<file path="src/rtl/secded_pkg.sv">
// Shared definitions for the extended-Hamming SECDED decode path.
package secded_pkg;

  typedef enum logic [2:0] {
    ERR_NONE,
    ERR_SEC,
    ERR_PAR_ONLY,
    ERR_DED,
    ERR_INVALID
  } err_class_e;

  // Number of Hamming check bits: smallest p with 2^p >= data_width + p + 1.
  function automatic int unsigned calc_p(input int unsigned data_width);
    int unsigned p;
    p = 0;
    for (int unsigned i = 1; i < 31; i++) begin
      if (p == 0 && (32'd1 << i) >= data_width + i + 1) p = i;
    end
    return p;
  endfunction

  function automatic bit is_pow2(input int unsigned pos);
    return (pos != 0) && ((pos & (pos - 1)) == 0);
  endfunction

  // Hamming position (1-based) of payload bit 'index'; payload fills the
  // non-power-of-two positions LSB-first.
  function automatic int unsigned data_pos(input int unsigned index);
    int unsigned cnt;
    int unsigned pos;
    cnt = 0;
    pos = 0;
    for (int unsigned k = 1; k < 1024; k++) begin
      if (!is_pow2(k)) begin
        if (cnt == index && pos == 0) pos = k;
        cnt++;
      end
    end
    return pos;
  endfunction

endpackage

</file>
<file path="src/rtl/secded_decode_pipe_syndrome.sv">
// Combinational Hamming syndrome and overall-parity check of one codeword.
module secded_syndrome #(
  parameter int unsigned HAM_WIDTH = 21,
  parameter int unsigned P         = 5
) (
  input  logic [HAM_WIDTH:0] code_i,
  output logic [P-1:0]       syndrome_o,
  output logic               parity_err_o
);

  // Syndrome is the XOR of the positions of all set bits; parity over every bit.
  always_comb begin
    syndrome_o = '0;
    for (int unsigned k = 0; k < HAM_WIDTH; k++) begin
      if (code_i[k]) syndrome_o = syndrome_o ^ P'(k + 1);
    end
    parity_err_o = ^code_i;
  end

endmodule

</file>
<file path="src/rtl/secded_decode_pipe.sv">
// Two-stage pipelined SECDED decoder with valid/ready flow control,
// detect-only mode and saturating error counters.
module secded_decode_pipe
  import secded_pkg::*;
#(
  parameter  int unsigned DATA_WIDTH  = 16,
  parameter  int unsigned COUNT_WIDTH = 16,
  localparam int unsigned P           = calc_p(DATA_WIDTH),
  localparam int unsigned HAM_WIDTH   = DATA_WIDTH + P,
  localparam int unsigned ENC_WIDTH   = HAM_WIDTH + 1
) (
  input  logic                   clk,
  input  logic                   rstb,
  input  logic                   in_valid,
  output logic                   in_ready,
  input  logic [ENC_WIDTH-1:0]   encoded_data,
  input  logic                   correct_en,
  output logic                   out_valid,
  input  logic                   out_ready,
  output logic [DATA_WIDTH-1:0]  decoded_data,
  output logic                   err_corrected,
  output logic                   err_uncorrectable,
  output logic [P-1:0]           err_syndrome,
  input  logic                   cnt_clr,
  output logic [COUNT_WIDTH-1:0] sec_count,
  output logic [COUNT_WIDTH-1:0] ded_count
);

  localparam logic [P-1:0] HAM_MAX = P'(HAM_WIDTH);

  logic [P-1:0]           syn_c;
  logic                   perr_c;
  logic [DATA_WIDTH-1:0]  raw_data;

  logic                   s1_valid_q, s1_valid_d;
  logic [P-1:0]           s1_syn_q;
  logic                   s1_perr_q;
  logic [DATA_WIDTH-1:0]  s1_data_q;
  logic                   s1_ce_q;

  logic                   s2_valid_q, s2_valid_d;
  logic [DATA_WIDTH-1:0]  s2_data_q;
  logic                   s2_corr_q;
  logic                   s2_unc_q;
  logic [P-1:0]           s2_syn_q;

  logic [COUNT_WIDTH-1:0] sec_cnt_q, sec_cnt_d;
  logic [COUNT_WIDTH-1:0] ded_cnt_q, ded_cnt_d;

  err_class_e             s1_class;
  logic                   flip_en;
  logic                   corr_c;
  logic                   unc_c;
  logic [DATA_WIDTH-1:0]  fixed_data;

  logic                   s1_load;
  logic                   s2_load;
  logic                   out_hs;

  secded_syndrome #(
    .HAM_WIDTH (HAM_WIDTH),
    .P         (P)
  ) u_syndrome (
    .code_i       (encoded_data),
    .syndrome_o   (syn_c),
    .parity_err_o (perr_c)
  );

  // S1 keeps only the payload bits of the raw word: the check bits are fully
  // summarised by the registered syndrome and parity result.
  for (genvar i = 0; i < DATA_WIDTH; i++) begin : g_bit
    localparam int unsigned POS = data_pos(i);
    assign raw_data[i]   = encoded_data[POS-1];
    assign fixed_data[i] = s1_data_q[i] ^ (flip_en && (s1_syn_q == P'(POS)));
  end

  assign s2_load  = s1_valid_q && (!s2_valid_q || out_ready);
  assign in_ready = !s1_valid_q || s2_load;
  assign s1_load  = in_valid && in_ready;
  assign out_hs   = s2_valid_q && out_ready;

  // Classify the S1 word from syndrome and overall parity.
  always_comb begin
    if (s1_syn_q == '0) begin
      s1_class = s1_perr_q ? ERR_PAR_ONLY : ERR_NONE;
    end else if (!s1_perr_q) begin
      s1_class = ERR_DED;
    end else if (s1_syn_q > HAM_MAX) begin
      s1_class = ERR_INVALID;
    end else begin
      s1_class = ERR_SEC;
    end
    flip_en = s1_ce_q && (s1_class == ERR_SEC);
    corr_c  = (s1_class == ERR_SEC) || (s1_class == ERR_PAR_ONLY);
    unc_c   = (s1_class == ERR_DED) || (s1_class == ERR_INVALID);
  end

  // Next-state for stage valid bits and saturating counters (clear wins).
  always_comb begin
    s1_valid_d = s1_valid_q;
    if (s1_load)      s1_valid_d = 1'b1;
    else if (s2_load) s1_valid_d = 1'b0;

    s2_valid_d = s2_valid_q;
    if (s2_load)        s2_valid_d = 1'b1;
    else if (out_ready) s2_valid_d = 1'b0;

    sec_cnt_d = sec_cnt_q;
    ded_cnt_d = ded_cnt_q;
    if (cnt_clr) begin
      sec_cnt_d = '0;
      ded_cnt_d = '0;
    end else if (out_hs) begin
      if (s2_corr_q && sec_cnt_q != '1) sec_cnt_d = sec_cnt_q + COUNT_WIDTH'(1);
      if (s2_unc_q && ded_cnt_q != '1)  ded_cnt_d = ded_cnt_q + COUNT_WIDTH'(1);
    end
  end

  // Stage 1: capture syndrome, parity result, payload and mode on input handshake.
  always_ff @(posedge clk or negedge rstb) begin
    if (!rstb) begin
      s1_valid_q <= 1'b0;
      s1_syn_q   <= '0;
      s1_perr_q  <= 1'b0;
      s1_data_q  <= '0;
      s1_ce_q    <= 1'b0;
    end else begin
      s1_valid_q <= s1_valid_d;
      if (s1_load) begin
        s1_syn_q  <= syn_c;
        s1_perr_q <= perr_c;
        s1_data_q <= raw_data;
        s1_ce_q   <= correct_en;
      end
    end
  end

  // Stage 2: capture corrected payload and status; holds while stalled.
  always_ff @(posedge clk or negedge rstb) begin
    if (!rstb) begin
      s2_valid_q <= 1'b0;
      s2_data_q  <= '0;
      s2_corr_q  <= 1'b0;
      s2_unc_q   <= 1'b0;
      s2_syn_q   <= '0;
    end else begin
      s2_valid_q <= s2_valid_d;
      if (s2_load) begin
        s2_data_q <= fixed_data;
        s2_corr_q <= corr_c;
        s2_unc_q  <= unc_c;
        s2_syn_q  <= s1_syn_q;
      end
    end
  end

  // Error counters.
  always_ff @(posedge clk or negedge rstb) begin
    if (!rstb) begin
      sec_cnt_q <= '0;
      ded_cnt_q <= '0;
    end else begin
      sec_cnt_q <= sec_cnt_d;
      ded_cnt_q <= ded_cnt_d;
    end
  end

  assign out_valid         = s2_valid_q;
  assign decoded_data      = s2_data_q;
  assign err_corrected     = s2_corr_q;
  assign err_uncorrectable = s2_unc_q;
  assign err_syndrome      = s2_syn_q;
  assign sec_count         = sec_cnt_q;
  assign ded_count         = ded_cnt_q;

endmodule

</file>
<file path="config.mk">
export PLATFORM = sky130hd
export DESIGN_NAME = secded_decode_pipe
export DESIGN_NICKNAME = d
export VERILOG_FILES = /design/src/rtl/secded_pkg.sv /design/src/rtl/secded_decode_pipe_syndrome.sv /design/src/rtl/secded_decode_pipe.sv
export SDC_FILE = /design/constraint.sdc
export NUM_CORES = 1
export LEC_CHECK = 0
export CORE_ASPECT_RATIO = 1.4
export CORE_UTILIZATION = 38
export DETAILED_ROUTE_END_ITERATION = 10
export PLACE_DENSITY = 0.62
export SYNTH_ARGS = -nofsm -noshare
export SYNTH_HDL_FRONTEND = slang
export SYNTH_SLANG_ARGS = --single-unit
</file>
<file path="constraint.sdc">
create_clock -name clk -period 2.5 [get_ports clk]
set_clock_uncertainty 0.15 [all_clocks]
set_input_delay 0.375 -clock clk [delete_from_list [all_inputs] [get_ports clk]]
set_output_delay 0.375 -clock clk [all_outputs]
set_load 0.005 [all_outputs]
</file>
# Word level (Yosys, flattened, before mapping)
# Cells that the tools add are included.
word_totals:
  output_inout_bits: 57
  input_bits: 28
  ff_bits: 80
classes:
  mux: 35
  n_lt_le_gt_ge: 1
  addsub: 2
  reduce_logical: 37
  n_bitwise: 36
  eq_ne: 22
op_table:
  columns: ["cell", "n"]
  rows:
  - ["$mux W16", 6]
  - ["$eq A5 B4 Y1 const B", 7]
  - ["$add A16 B1 Y16 const B", 2]
  - ["$mux W4", 8]
  - ["$ne A16 B16 Y1 const B", 2]
  - ["$mux W5", 6]
  - ["$eq A5 B5 Y1 const B", 5]
  - ["$logic_and A1 B1 Y1", 22]
  - ["$reduce_xor A22 Y1", 1]
  - ["$mux W3", 7]
  - ["$not A2 Y2", 9]
  - ["$not A3 Y3", 6]
  - ["$xor A1 B1 Y1", 16]
  - ["$eq A5 B3 Y1 const B", 3]
  - ["$reduce_bool A2 Y1", 5]
  - ["$eq A3 B2 Y1 const B", 2]
  - ["$mux W2", 3]
  - ["$eq A5 B2 Y1 const B", 1]
  - ["$gt A5 B5 Y1 const B", 1]
  - ["$logic_not A5 Y1", 1]
  - ["$mux W1", 5]
  - ["$logic_or A1 B1 Y1", 4]
  - ["$not A1 Y1 const A", 4]
  - ["$not A4 Y4", 1]
  - ["other kinds (4)", 6]

# Longest topological paths before layout
depth:
  word_depth: 37
  depth_mapped: 8
  ltp_nobuf: 6

# Modules after synthesis
# Synthesis repeated with hierarchy kept, for this count alone.
unflattened:
  hier_cells: 417
  hier_area_um2: 4362.9
modules_own_cells:
  columns: ["module", "seq_area_each_um2", "n_inst", "cells_per_inst", "area_each_um2"]
  rows:
  - ["secded_decode_pipe", 2001.9, 1, 383, 3987.6]
  - ["secded_syndrome", 0.0, 1, 34, 375.4]

# Least setup slack after synthesis
# OpenSTA, ideal clock, no wires.
synth_path:
  path_type: "register to register"
  from: "reg ded_cnt_q[3] (netlist: ded_count[3])"
  to: "reg ded_cnt_q[14] (netlist: ded_count[14])"
  synth_period_minus_slack_ps: 2143
  path_stages_with_launch: 9
  path_buffers: 3
  setup_slack_ps: 357
  arrival_time_ps: 1915
  setup_time_ps: 78
  path_cell_list: "dfrtp_1 > and3_1 > buf_6 > and3_4 > buf_6 > a21o_1 > buf_6 > or4_1 > a21oi_1"
synth_via:
  elab_chain_cells: 4
synth_rtl:
  columns: ["item", "line", "rtl"]
  rows:
  - ["start: declaration", "secded_decode_pipe.sv:48", "logic [COUNT_WIDTH-1:0] ded_cnt_q, ded_cnt_d;"]
  - ["start signal: assignment", "secded_decode_pipe.sv:164", "ded_cnt_q <= ded_cnt_d;"]
  - ["$add A16 B1 Y16 or $ne A16 B16 Y1 (tied branches)", "secded_decode_pipe.sv:115", "if (s2_unc_q && ded_cnt_q != '1) ded_cnt_d = ded_cnt_q + COUNT_WIDTH'(1);"]
  - ["$mux W16 or $logic_and A1 B1 Y1 (tied branches)", "secded_decode_pipe.sv:115", null]
  - ["$mux W16 or $reduce_bool A2 Y1 (tied branches)", null, null]
  - ["$mux W16 or $reduce_and A2 Y1 (tied branches)", null, null]
# Parallel ways exist; a longest one is shown, timed or not. The select of a mux whose other input is x is not followed.
# A chain may end at the register's enable or synchronous reset.

# Final worst setup path
layout_path:
  from: "in out_ready"
  to: "out in_ready"
layout_via:
  elab_chain_cells: 3
layout_rtl:
  columns: ["item", "line", "rtl"]
  rows:
  - ["start: declaration", "secded_decode_pipe.sv:19", "input logic out_ready,"]
  - ["$logic_or A1 B1 Y1", "secded_decode_pipe.sv:77", "assign s2_load = s1_valid_q && (!s2_valid_q || out_ready);"]
  - ["$logic_and A1 B1 Y1", "secded_decode_pipe.sv:77", null]
  - ["$logic_or A1 B1 Y1", "secded_decode_pipe.sv:78", "assign in_ready = !s1_valid_q || s2_load;"]
  - ["end: declaration", "secded_decode_pipe.sv:15", "output logic in_ready,"]
# No other way between the ends.

==> implementation parameters <==
Parameter                              Value

Critical path
  Cell repeated most along the worst path ... sky130_fd_sc_hd__clkdlybuf4s50_1
  Kind of cell adding the most delay to the critical path ... buffers and inverters
  Data arrival at the endpoint of the critical path ... 1670 ps
  Worst setup path class ... primary input to primary output
  Worst path buffer plus inverter count ... 2
  Worst setup EP type ... primary output
  Count of cells along the worst register-to-register path ... 5
  Worst endpoint required time ... 1980 ps
  Slowest stage cell, crit path ... sky130_fd_sc_hd__clkdlybuf4s50_1
  Slowest Stage Delay on Critical Path ... 550 ps
  Worst R2R Start ... ded_count[9]
  Reg2Reg Capture Point ... ded_count[15]
  Worst Setup Start Kind ... primary input
  Critical path peak fanout ... 5
  R2R setup slack ... 330 ps
  Cells along the critical path ... clkdlybuf4s50_1, nand3b_1, clkdlybuf4s50_1

Cells and area
  Antenna cells ... 0
  Post-synthesis to final-layout area growth ... 31.5%
  Sequential standard cell area ... ~0.0020 mm²
  Multi-input logic area ... ~0.0020 mm²
  Net count reported at finish ... 526
  Fraction of final layout cells sized beyond drive strength 1 ... 0.0918
  Number of fill cells in the layout ... 997

Synth
  Commonest cells in the netlist ... sky130_fd_sc_hd__dfrtp_1, sky130_fd_sc_hd__nand2_1, sky130_fd_sc_hd__xnor2_1
  Synth area leaders ... sky130_fd_sc_hd__dfrtp_1, sky130_fd_sc_hd__xnor2_1, sky130_fd_sc_hd__xor2_1
  Register bit count reported by yosys ... 80
  Post-Synthesis Mean Instance Area ... 10.1 µm²
  Largest area contributor in the netlist ... sky130_fd_sc_hd__dfrtp_1
  Post-Synthesis Cells ... between 400 and 500
  Area fraction of the dominant cell type after synthesis ... 0.482
  Post-synth EDFFs ... 0
  Most frequent cell after synthesis ... sky130_fd_sc_hd__dfrtp_1
  Most common flop cell mapped by yosys ... sky130_fd_sc_hd__dfrtp_1
  Number of warning messages in the yosys log ... 0
  Total nets after synthesis ... 440
  Fraction of registers with async set or reset after synthesis ... 1.00
  Fraction of the yosys area taken by sequential cells ... 0.482
  Mapped cell area ... around 0.0042 mm²
  Library cells used by synthesis ... 43

Timing
  Max Slew Vio Count ... 0
  Max-slew headroom at the worst pin ... 0.630
  Achievable frequency ... 0.456 GHz
  Unrepaired setup endpoints after global routing ... no
  Slew of the pin with the lowest slew margin ... 550 ps
  Setup TNS ... 0 ps
  Total of endpoints with negative setup slack in the final report ... 0
  Minimum period implied by the final worst setup slack ... between 2000 and 2500 ps
  Final worst-path cycle share ... 0.877
  Count of final hold-check violations ... 0

Run
  Max Cap Violations ... 0

Clock network
  Sinks on the clock net ... 80
  CTS tree ... built
  Number of buffers inserted by hold repair at cts ... 1
  CTS Buffer Depth ... 2
  Clk Latency, worst-skew pair ... 340 ps
  Clock input transition at the sequential cells of the worst setup and hold paths ... 60 ps
  Clk Tree Root Cell ... sky130_fd_sc_hd__clkbuf_16
  Number of buffers created by CTS ... 9
  Setup fix buffers added after clock tree synthesis ... 0
  Number of H-tree levels ... 3
  PostCTS Resize Cnt ... 0

Route
  Total iterations of the first detailed-routing run ... 4
  # DRC ... 0
  Total number of vias ... 3,252
  Average wire per standard cell ... approximately 14 µm
  DR vias/cell ... 5.09
  DRT iter0 DRCs ... 97
  Total Routed Length ... 9.20 mm
  DRT antenna net count ... 0

Global routing
  Global-route wire length before repair ... 15.5 mm
  Total global routing overflow ... 0
  Number of antenna violations at the first check in global routing ... 0
  GRT Overall Usage ... 0.174
  Pin count of the biggest net entering global routing ... 44
  Vias in the first global route ... 3,218

Power and ir drop
  Power per cell area ... 713 mW/mm²
  Lkg Pwr ... 2.17 nW
  IR Drop Worst-Case VDD ... 0.331 mV
  Total power after layout ... slightly below 4 mW

Placed design
  IO Port Bufs ... 84
  DPL Wire Length ... 7.06 mm
  Placer's final routability congestion estimate ... 0.825

Floorplanning
  DIE WIDTH ... 90.4 µm
  Initial cell density of the core ... 0.395
  Rows ... 44
  Area of the core ... 0.0105 mm²
  Overall die area ... 0.0114 mm²
  Top-level port count ... 85
  Die extent in y ... about 130 µm

Worst hold path
  Worst hold path depth ... 2
  Min-delay worst type ... flip-flop to flip-flop
  Worst Hold Endpoint ... decoded_data[2]
  Beginning of the worst hold path ... decoded_data[2]

Status
  Result of the run ... complete, no violations
[layout by cell type, fill, tap and decap left out, types with 2 or more instances in the layout]
cell	count
sky130_fd_sc_hd__clkdlybuf4s50_1	83
sky130_fd_sc_hd__dfrtp_1	80
sky130_fd_sc_hd__nand2_1	49
sky130_fd_sc_hd__xnor2_1	47
sky130_fd_sc_hd__nor2_1	35
sky130_fd_sc_hd__o21ai_0	30
sky130_fd_sc_hd__xor2_1	22
sky130_fd_sc_hd__mux2_2	17
sky130_fd_sc_hd__nand3_1	14
sky130_fd_sc_hd__nand4_1	10
sky130_fd_sc_hd__a21oi_1	9
sky130_fd_sc_hd__clkbuf_16	9
sky130_fd_sc_hd__inv_1	8
sky130_fd_sc_hd__nor3_1	8
sky130_fd_sc_hd__buf_4	8
sky130_fd_sc_hd__and3_1	7
sky130_fd_sc_hd__or3_1	5
sky130_fd_sc_hd__nand2b_1	4
sky130_fd_sc_hd__mux2i_1	4
sky130_fd_sc_hd__a211oi_1	4
sky130_fd_sc_hd__o211ai_1	4
sky130_fd_sc_hd__xnor3_1	3
sky130_fd_sc_hd__and4_1	3
sky130_fd_sc_hd__nor4_1	3
sky130_fd_sc_hd__or4_1	3
sky130_fd_sc_hd__nor4b_1	2
sky130_fd_sc_hd__o31ai_1	2
sky130_fd_sc_hd__a2111oi_0	2
sky130_fd_sc_hd__ha_1	2
sky130_fd_sc_hd__clkinvlp_4	2
sky130_fd_sc_hd__clkbuf_8	2
sky130_fd_sc_hd__clkinv_2	2
sky130_fd_sc_hd__buf_12	2
[registers in the layout (all words and copies together), names as in the netlist, 5 cells and up]
signal	count
s1_syn_q	5
s1_data_q	16
err_syndrome	5
decoded_data	16
ded_count	16
sec_count	16
[logic make-up after synthesis]
family,after synthesis,share of synthesized area
adder cells (fa/ha/maj),2,0.00602
XOR/XNOR,72,0.162
AND/OR/NAND/NOR,150,0.176
multiplexers,21,0.0557
AO/OA/AOI/OAI,58,0.0837
flip-flops,80,0.482
buffers and inverters,27,0.0346
[area by class of cell]
type                    instances  area share
repair buffers                 94       0.172
clock buffers                  11      0.0463
flip-flops and latches         80       0.366
multi-input cells             303       0.368
well taps                     138      0.0316
inverters                       8     0.00550
clock inverters                 5      0.0101
[worst register-to-register path: cells and delay by family (launching register included)]
kind / cells / cell delay (ps)
AOI/OAI and AO/OA: 2 / 520
DFF: 1 / 430
and+or+nand+nor: 3 / 1010
[where the power goes]
group	total (mW)	internal, mW	switching (mW)
sequential	1.68	1.49	0.194
combinational	0.879	0.502	0.376
clock	1.34	0.824	0.512
[through the flow]
stage                      util  setup WS (ps)  hold slack [ps]  area (µm²)  cells
after floorplan               -            357            -70.6        4160    410
after global placement    0.489            174              181        5140    622
after detailed placement  0.489            101              186        5140    622
after CTS                 0.520            321              333        5460    639
after global routing      0.520            182              361        5460    639
final                     0.520            307              332        5460    639
[routing by layer]
layer  part of all wire  vias up  global-route usage  wire length [µm]
met4              0.023        0              0.0863               215
met2               0.53       77               0.307              4860
met1               0.42     1560               0.204              3880
met3              0.027       17              0.0254               247
li1                   -     1598                   -                 -
met5                  0        -                   0                 0
[worst max-delay path by stage]
stage	end	from	depth (start not counted)	slack, ps
after floorplan	ded_count[14]	ded_count[3]	8	360
after global placement	s1_perr_q	encoded_data[12]	6	170
after detailed placement	s1_perr_q	encoded_data[12]	6	100
after CTS	ded_count[15]	ded_count[7]	5	320
after global routing	ded_count[15]	ded_count[6]	5	180
final	in_ready	out_ready	3	310
No activity file was read; power rests on OpenSTA's default activity.
==> edit, RTL diff (config.mk and constraints unchanged) <==
Register the output `ded_count` once more; this adds one clock of latency there. The other outputs are not delayed to match.
--- a/src/rtl/secded_decode_pipe.sv
+++ b/src/rtl/secded_decode_pipe.sv
@@ -171,7 +171,9 @@
   assign err_uncorrectable = s2_unc_q;
   assign err_syndrome      = s2_syn_q;
   assign sec_count         = sec_cnt_q;
-  assign ded_count         = ded_cnt_q;
+  always_ff @(posedge clk) begin
+    ded_count <= ded_cnt_q;
+  end
 
 endmodule
 
Check against the original RTL: not equivalent (Yosys sat finds a counterexample within 4 cycles, from zero or initial values and one cycle with rstb low).
==> edit against the original RTL <==
- setup slack improved by 0.0022 ns
- global-route usage shrank 0.77 points
- critical path depth is the same
- routed wire length is 5.6% higher
- cell area is 8.9% higher
- clock power rose by 16%
- synthesized area increased by 9.1%
- utilization barely moved
- sequential cell count increased by 16
- sequential share of layout area rose by 2.4 points
- total power rose by 16%
- critical path type unchanged
==> edit: results (changes against the original RTL) <==
metric,value,unit,change
clock input transition at the sequential cells of the worst setup and hold paths,0.06,ns,about the same
status,completed,,
Synth top cells by count,"80 x dfrtp_1, 56 x xnor2_1, 40 x nand2_1",,
Fill cells,1039,,+4.2%
post-synthesis mux area share,0.0566,,+0.000877
Synth warnings,0,,unchanged
R2R setup slack,0.47,ns,+0.14 ns
worst min path class,reg -> reg,,
drt wl/cell,14.9,um,+3.4%
routability cong.,0.882,,+6.9%
Tot GR Track Use,0.166,,-0.00765
complex-gate fraction of the synthesized area,0.0397,,-0.0440
worst-skew pair later-pin latency,0.34,ns,about the same
Post-CTS Setup Inserts,0,,unchanged
clock buffer depth,2,,unchanged
Place WS,0.0146,ns,-0.0860 ns
largest cells by area after synthesis,"dfrtp_1 44%, xnor2_1 11%, dfxtp_1 7.1%, nand2_1 3.3%, nor2_1 3.1%",,
ys async rst share,0.833,,-0.167
max_slew headroom,0.608,,-0.0222
post_cts resized,0,,unchanged
crit path DAT,1.67,ns,about the same
first-pass GRT wire length,15800,um,+1.8%
CTS H-tree lvls,3,,unchanged
Fmax,0.456,GHz,+0.10%
Post-DP HPWL,7280,um,+3.1%
Worst Setup SP,out_ready,,
Crit-path slowest cell,clkdlybuf4s50_1,,
max incr delay on CP,0.57,ns,+0.02 ns
routed vias,3284,,+0.98%
largest net degree at the start of global routing,38,,-14%
vias in the first global route,3141,,-2.4%
cell family with most CP delay,buffers and inverters,,
Post-Synth Adder-Cell Area,0.00552,,-0.000502
hold_sp,ded_cnt_q[1]$_DFFE_PN0P_,,
Crit Path Max Fanout,4,,-1
synth unique cells,48,,+12%
sequential share of the synthesized area,0.512,,+0.0305
fraction of layout cells with a size suffix above 1,0.110,,+0.0182
RR Startpoint,ded_cnt_q[0]$_DFFE_PN0P_,,
Starting DRT DRC Count,69,,-29%
Diodes inserted,0,,unchanged
Leak,0.00235,uW,+8.3%
clk root buf,clkbuf_16,,
max-cap viol count,0,,unchanged
Mapped Nets,438,,-0.45%
Final #Nets,534,,+1.5%
port buffer count,84,,unchanged
Synth Area in XOR/XNOR,0.176,,+0.0147
TritonCTS Buffers,9,,unchanged
peak supply drop,0.000410,V,+24%
initial antenna violation count,0,,unchanged
-- edit: cell types whose count changed after synthesis, moves of 5 or more --
cell,before,now
dfxtp_1,0,16
xnor2_1,47,56
nand2_1,49,40
inv_1,8,3
nor3_1,8,16
mux2_1,0,10
o21ai_0,30,7
xor2_1,22,11
o21ai_1,0,21
clkbuf_1,13,8
mux2_2,17,11
-- edit: cell type report --
class                   count  area [um2]  area share
inverters                   5        18.8     0.00316
multi-input cells         296        2140       0.360
clock inverters             3        90.1      0.0151
repair buffers             96         943       0.159
clock buffers              13         250      0.0421
flip-flops and latches     96        2320       0.390
well taps                 144         180      0.0303
-- edit: where the power goes --
group          switching, uW  total, uW  internal [uW]
clock                    557       1560           1010
sequential               206       1960           1760
combinational            422        985            563
total                   1190       4510           3330
-- edit: cells by family after synthesis --
| group | count (synthesis) |
|---|---|
| xor+xnor | 77 |
| buf+inv | 16 |
| fa+ha+maj | 2 |
| simple gates | 159 |
| flops | 96 |
| mux | 23 |
| compound gates | 35 |
-- edit: final timing paths --
kind,to,cells after the start
min in group asynchronous,sec_count[10]$_DFFE_PN0P_,2
setup reg to reg,ded_cnt_q[1]$_DFFE_PN0P_,6
setup / recovery,in_ready,3
max in group asynchronous,s1_data_q[8]$_DFFE_PN0P_,3
hold / removal,ded_count[1]$_DFF_P_,0
hold reg to reg,ded_count[1]$_DFF_P_,0
-- edit: repair_timing --
action	4_1_cts	5_1_grt
hold buffers	1	0
hold endpoints to repair	18	0
setup endpoints to repair	0	0
-- edit: through the flow --
step / utilization / hold WS, ns / instance area [um2] / total power [uW] / instances
3_5_place_dp: 0.489 / 0.127 / 5600 / 2990 / 636
5_1_grt: 0.519 / 0.305 / 5950 / 4730 / 653
6_report: 0.519 / 0.283 / 5950 / 4510 / 653
2_1_floorplan: - / -0.0706 / 4530 / 2480 / 408
4_1_cts: 0.519 / 0.278 / 5950 / 4570 / 653
3_3_place_gp: 0.489 / 0.123 / 5600 / 2970 / 636
-- edit: routing by layer --
metal / vias up / track usage / share of wire
met1: 1581 / 0.196 / 0.40
met4: 0 / 0.0667 / 0.020
met2: 91 / 0.288 / 0.54
li1: 1595 / - / -
met3: 17 / 0.0324 / 0.039
met5: - / 0 / 0
